[src/rtl/sp_types_pkg.sv]
// rtl/sp_types_pkg.sv - shared scratchpad types for the psum collector path
package sp_types_pkg;

    localparam int PSUM_N  = 4;
    localparam int PSUM_DW = 16;

    typedef logic [PSUM_N*PSUM_DW-1:0]  psum_row_t;
    typedef logic [$clog2(PSUM_N)-1:0] psum_rowsel_t;

    typedef enum logic {
        D_IDLE = 1'b0,
        D_REQ  = 1'b1
    } drain_state_t;

endpackage

[src/rtl/psum_bank.sv]
// rtl/psum_bank.sv - one ping-pong bank: N rows, row_valid map, base register, full flag
module psum_bank #(
    parameter int N  = 4,
    parameter int DW = 16,
    parameter int AW = 32
) (
    input  logic                 clk,
    input  logic                 nrst,
    input  logic                 wr_en,
    input  logic [$clog2(N)-1:0] wr_sel,
    input  logic [N*DW-1:0]      wr_row,
    input  logic [AW-1:0]        base_in,
    input  logic                 clr,
    input  logic [$clog2(N)-1:0] rd_sel,
    output logic [N*DW-1:0]      rd_row,
    output logic [N-1:0]         row_valid,
    output logic [AW-1:0]        base,
    output logic                 full,
    output logic                 completing
);

    logic [N*DW-1:0] rows [N];
    logic [N-1:0]    sel_hot;

    assign sel_hot    = N'(1) << wr_sel;
    assign completing = wr_en && ((row_valid | sel_hot) == {N{1'b1}});
    assign rd_row     = rows[rd_sel];

    always_ff @(posedge clk) begin
        if (!nrst) begin
            row_valid <= '0;
            base      <= '0;
            full      <= 1'b0;
        end else if (clr) begin
            row_valid <= '0;
            full      <= 1'b0;
        end else if (wr_en) begin
            row_valid <= row_valid | sel_hot;
            // The first row of a tile carries the store base for the whole tile.
            if (row_valid == '0) begin
                base <= base_in;
            end
            if (completing) begin
                full <= 1'b1;
            end
        end
    end

    // Payload needs no reset: row_valid decides what is meaningful.
    always_ff @(posedge clk) begin
        if (wr_en) begin
            rows[wr_sel] <= wr_row;
        end
    end

endmodule

[src/rtl/psum_collector.sv]
// rtl/psum_collector.sv - collects systolic array output rows into ping-pong tiles and drains them to the store path
module psum_collector
    import sp_types_pkg::*;
#(
    parameter int N          = 4,
    parameter int DW         = 16,
    parameter int AW         = 32,
    parameter int ROW_STRIDE = 16
) (
    input  logic                 CLK,
    input  logic                 nrst,
    input  logic                 psumout_en,
    input  logic [$clog2(N)-1:0] psumout_row_sel_in,
    input  logic [N*DW-1:0]      psumout_data,
    input  logic [AW-1:0]        tile_base,
    output logic                 collector_ready,
    output logic                 wr_req,
    input  logic                 wr_ready,
    output logic [AW-1:0]        wr_addr,
    output logic [N*DW-1:0]      wr_data,
    output logic                 tile_done,
    output logic                 err_overflow,
    output logic                 err_dup_row
);

    localparam int SW = $clog2(N);

    drain_state_t    state, state_next;
    logic [SW-1:0]   row_cnt, row_cnt_next;
    logic            fill_bank, drain_bank;
    logic            drain_clr, tile_done_next;
    logic            accept, dup, row_we;
    logic [1:0]      bank_full, bank_we, bank_clr, bank_completing;
    logic [N-1:0]    bank_valid [2];
    logic [AW-1:0]   bank_base  [2];
    logic [N*DW-1:0] bank_rd    [2];

    assign collector_ready = !bank_full[fill_bank];
    assign accept          = psumout_en && collector_ready;
    assign dup             = bank_valid[fill_bank][psumout_row_sel_in];
    assign row_we          = accept && !dup;
    assign bank_we         = row_we    ? (fill_bank  ? 2'b10 : 2'b01) : 2'b00;
    assign bank_clr        = drain_clr ? (drain_bank ? 2'b10 : 2'b01) : 2'b00;

    for (genvar b = 0; b < 2; b++) begin : g_bank
        psum_bank #(
            .N  (N),
            .DW (DW),
            .AW (AW)
        ) u_bank (
            .clk        (CLK),
            .nrst       (nrst),
            .wr_en      (bank_we[b]),
            .wr_sel     (psumout_row_sel_in),
            .wr_row     (psumout_data),
            .base_in    (tile_base),
            .clr        (bank_clr[b]),
            .rd_sel     (row_cnt),
            .rd_row     (bank_rd[b]),
            .row_valid  (bank_valid[b]),
            .base       (bank_base[b]),
            .full       (bank_full[b]),
            .completing (bank_completing[b])
        );
    end

    // Request fields come only from registered state, so they hold through a stall.
    always_comb begin
        state_next     = state;
        row_cnt_next   = row_cnt;
        drain_clr      = 1'b0;
        tile_done_next = 1'b0;
        wr_req         = 1'b0;
        wr_addr        = '0;
        wr_data        = '0;
        case (state)
            D_IDLE: begin
                if (bank_full[drain_bank]) begin
                    row_cnt_next = '0;
                    state_next   = D_REQ;
                end
            end
            D_REQ: begin
                wr_req  = 1'b1;
                wr_addr = bank_base[drain_bank] + AW'(row_cnt) * AW'(ROW_STRIDE);
                wr_data = bank_rd[drain_bank];
                if (wr_ready) begin
                    if (row_cnt == SW'(N - 1)) begin
                        drain_clr      = 1'b1;
                        tile_done_next = 1'b1;
                        state_next     = D_IDLE;
                    end else begin
                        row_cnt_next = row_cnt + 1'b1;
                    end
                end
            end
            default: state_next = D_IDLE;
        endcase
    end

    always_ff @(posedge CLK) begin
        if (!nrst) begin
            state        <= D_IDLE;
            row_cnt      <= '0;
            fill_bank    <= 1'b0;
            drain_bank   <= 1'b0;
            tile_done    <= 1'b0;
            err_overflow <= 1'b0;
            err_dup_row  <= 1'b0;
        end else begin
            state     <= state_next;
            row_cnt   <= row_cnt_next;
            tile_done <= tile_done_next;
            if (drain_clr) begin
                drain_bank <= ~drain_bank;
            end
            if (|bank_completing) begin
                fill_bank <= ~fill_bank;
            end
            if (psumout_en && !collector_ready) begin
                err_overflow <= 1'b1;
            end
            if (accept && dup) begin
                err_dup_row <= 1'b1;
            end
        end
    end

endmodule

[config.mk]
export PLATFORM = sky130hd
export DESIGN_NAME = psum_collector
export DESIGN_NICKNAME = d
export VERILOG_FILES = /design/src/rtl/sp_types_pkg.sv /design/src/rtl/psum_bank.sv /design/src/rtl/psum_collector.sv
export SDC_FILE = /design/constraint.sdc
export NUM_CORES = 1
export LEC_CHECK = 0
export CORE_MARGIN = 4
export CORE_UTILIZATION = 50
export DETAILED_ROUTE_END_ITERATION = 10
export GPL_TIMING_DRIVEN = 0
export PLACE_DENSITY_LB_ADDON = 0.08
export SLEW_MARGIN = 20
export SYNTH_ARGS = -nofsm -noshare
export SYNTH_HDL_FRONTEND = slang
export SYNTH_HIERARCHICAL = 1
export SYNTH_SLANG_ARGS = --single-unit
[constraint.sdc]
create_clock -name CLK -period 11.1 [get_ports CLK]
set_input_delay 3.33 -clock CLK [delete_from_list [all_inputs] [get_ports CLK]]
set_output_delay 3.33 -clock CLK [all_outputs]
set_load 0.01 [all_outputs]
==> flow_metrics.py <==
metrics = {
    "place": {
        "gp_congestion": 0.8653,
        "dp_hpwl_microns": 38760,
        "place_inst": 2247,
        "place_area_sq_um": 27720,
        "portBuffers": 202,
    },
    "routing": {
        "vias_per_cell": 5.740,
        "dr.pass1.iters": 5,
        "drc": 0,
        "ant_nets": 0,
        "wl_microns": 59000,
        "wl_per_cell_microns": 24.94,
        "drtIter0Drc": 1183,
        "vias": 13580,
    },
    "final_layout": {
        "nFillCells": 3550,
        "final_cell_mix": "edfxtp_1 (512), clkdlybuf4s50_1 (202), nand2_1 (150)",
        "area_growth_pct": 22.39,
        "layout_commonest_cell": "edfxtp_1",
        "final_cell_count_no_fill": 2366,
        "final_area_sq_um": 29660,
        "drive_above_1_share_pct": 22.25,
        "nNetsFinal": 1801,
    },
    "cts": {
        "clk_latency_ns": 0.61,
        "root_buffer": "clkbuf_16",
        "cts.sinks": 594,
        "ctsHoldBuffers": 0,
        "clockBufferDepth": 3,
        "h-tree-depth": 2,
        "cts_tree": "built",
        "cts.reportedPaths.clkPinSlew_ns": 0.06,
        "ctsResizeCount": 0,
        "cts_buffers": 61,
        "cts_setup_buffers": 0,
    },
    "min_path": {
        "hp-class": "flop to flop",
    },
    "synth": {
        "synth_edf_count": 512,
        "synth_fp_nets": 1483,
        "netlist_area_sq_um": 24230,
        "synth-async-reset-ratio_pct": 0,
        "ys_types": 65,
        "ys_seq_area_share_pct": 70.22,
        "ys_warn_count": 6,
        "postSynthAreaPerCell_sq_um": 17.60,
        "ys.flop_type": "edfxtp_1",
        "ys_seq_elements": 594,
        "syn_inst": 1377,
    },
    "floorplan": {
        "fp-row-count": 80,
        "die_area_sq_um": 52050,
        "ios": 203,
        "start_util_pct": 50.65,
        "die_w_microns": 228.1,
        "fp.dieH_microns": 228.1,
        "coreArea_sq_um": 47850,
    },
    "grt": {
        "antenna_found_initial": 6,
        "grt_pass1_vias": 13880,
        "gr-total-overflow": 0,
        "grt.total_usage_pct": 22.58,
        "grt_pass1_wl_microns": 88960,
        "grt_max_degree": 39,
    },
    "timing": {
        "maxSlewViolCount": 0,
        "hold_violations": 0,
        "maxSlewHeadroom_pct": 43.58,
        "timing.fmax_ghz": 0.1225,
        "setup_tns_ns": 0,
        "rsz0062_at_grt": "no",
        "finClkSkew_ns": 0.01295,
        "setup_viol": 0,
        "finalCriticalPeriod_ns": 8.166,
        "finalCritPeriodShare_pct": 73.57,
        "holdWs_ns": 0.4638,
        "worstMarginPinSlew_ns": 0.8463,
    },
    "critical_path": {
        "cp_slowest_stage_delay_ns": 0.59,
        "cp_max_fo": 10,
        "crit_required_ns": 7.77,
        "worst_ep_arrival_time_ns": 4.84,
        "critPathKind": "flop to output pin",
        "crit_slowest_cell": "clkdlybuf4s50_1",
        "startpoint_type": "flop",
        "crit_chain": "buf_6, buf_8, clkbuf_8, buf_2, buf_2, mux2_2, ha_1, fa_1, nand2_1, nor3_2, o2111ai_1, o31a_1, nor3b_1, clkdlybuf4s50_1",
        "endpoint_kind": "output pin",
        "cp_common_cell": "buf_2",
    },
    "pwr": {
        "ir_worst_vdd_mv": 0.1374,
        "p_leak_nw": 9.226,
        "power_mw": 4.634,
        "p_per_area_nw_per_um2": 156.2,
    },
    "flow_run": {
        "cap_violations": 0,
    },
    "outcome": {
        "status": "finished, final reports clean",
    },
}
## synth_stat cells (all sizes together), types with 6 or more instances
| cell type | instances | area, sq um |
|---|---|---|
| nand4b | 6 | 67.56 |
| nand3b | 7 | 65.06 |
| nand3 | 17 | 90.09 |
| inv | 6 | 22.52 |
| xor2 | 10 | 87.58 |
| o21ai | 8 | 40.04 |
| a21oi | 10 | 50.05 |
| clkbuf | 26 | 120.1 |
| mux2i | 90 | 900.9 |
| xnor2 | 8 | 70.07 |
| nor2 | 107 | 401.6 |
| nand2 | 150 | 563.0 |
| nor3 | 15 | 85.08 |
| a21boi | 65 | 713.2 |
| nor3b | 9 | 90.09 |
| edfxtp | 512 | 15370 |
| dfxtp | 82 | 1642 |
| buf | 45 | 300.3 |
| mux4 | 130 | 2928 |
## critical path, delay by kind of cell, from the launching register on
| kind | cells | cell delay [ns] |
|---|---|---|
| AND/OR/NAND/NOR | 3 | 0.90 |
| flip-flops | 1 | 0.33 |
| AO/OA/AOI/OAI | 2 | 0.61 |
| adder cells (fa/ha/maj) | 2 | 0.48 |
| multiplexers | 1 | 0.23 |
| buffers and inverters | 6 | 1.68 |
## power by group
group	leakage [nW]	internal (mW)	switching, mW
combinational	2.98	0.0817	0.0986
clock	0.939	1.15	0.815
sequential	5.31	2.47	0.0163
total	9.23	3.70	0.930
## path summary, 6_finish.rpt
kind                                                 from                     endpoint  cells past startpoint  slack [ns]
worst max-delay path                           drain_bank                  wr_addr[30]                     14        2.93
worst min-delay path            g_bank[1].u_bank/base[27]    g_bank[1].u_bank/base[27]                      2        0.46
worst max register to register                  fill_bank  g_bank[1].u_bank/rows[0][3]                     10        7.36
worst min register to register  g_bank[1].u_bank/base[27]    g_bank[1].u_bank/base[27]                      2        0.46
## flip-flops by register name (all words and copies together) (netlist names)
name and count:
drain_bank 1, err_dup_row 1, err_overflow 1, fill_bank 1, g_bank.u_bank/base 64, g_bank.u_bank/full 2, g_bank.u_bank/row_valid 8, g_bank.u_bank/rows 512
row_cnt 2, state 1, tile_done 1
## area by class of cell
type	instances	area [sq um]	share of cell area (%)
flip-flops and latches	594	17020	57.37
multi-input cells	706	6818	22.99
repair buffers	255	2673	9.011
clock buffers	85	1659	5.594
well taps	615	769.5	2.595
plain buffers	71	420.4	1.417
clock inverters	31	272.8	0.9197
inverters	6	22.52	0.07594
diodes	3	7.507	0.02531
## metal layers
metal	track usage, %	part of all wire (%)
met2	35.10	47
met1	33.39	45
met5	0	0.073
met4	5.300	2.1
met3	4.653	6.3
## stage by stage
stage               util, %  setup slack, ns
floorplan                 -            1.456
global placement      56.48           -5.180
detailed placement    57.93            3.614
CTS                   61.97            2.924
global route          61.98            2.683
finish                61.99            2.934
## cells by family (layout without fill, tap and decap cells)
logic type	after synthesis	count (layout)	synth area share, %
other	0	3	0
AND/OR/NAND/NOR	343	343	6.578
flip-flops	594	594	70.22
AO/OA/AOI/OAI	116	116	4.451
multiplexers	225	225	16.03
buffers and inverters	77	448	1.828
XOR/XNOR	18	18	0.6506
adder cells (fa/ha/maj)	4	4	0.2375
(Power assumes the default switching activity.)
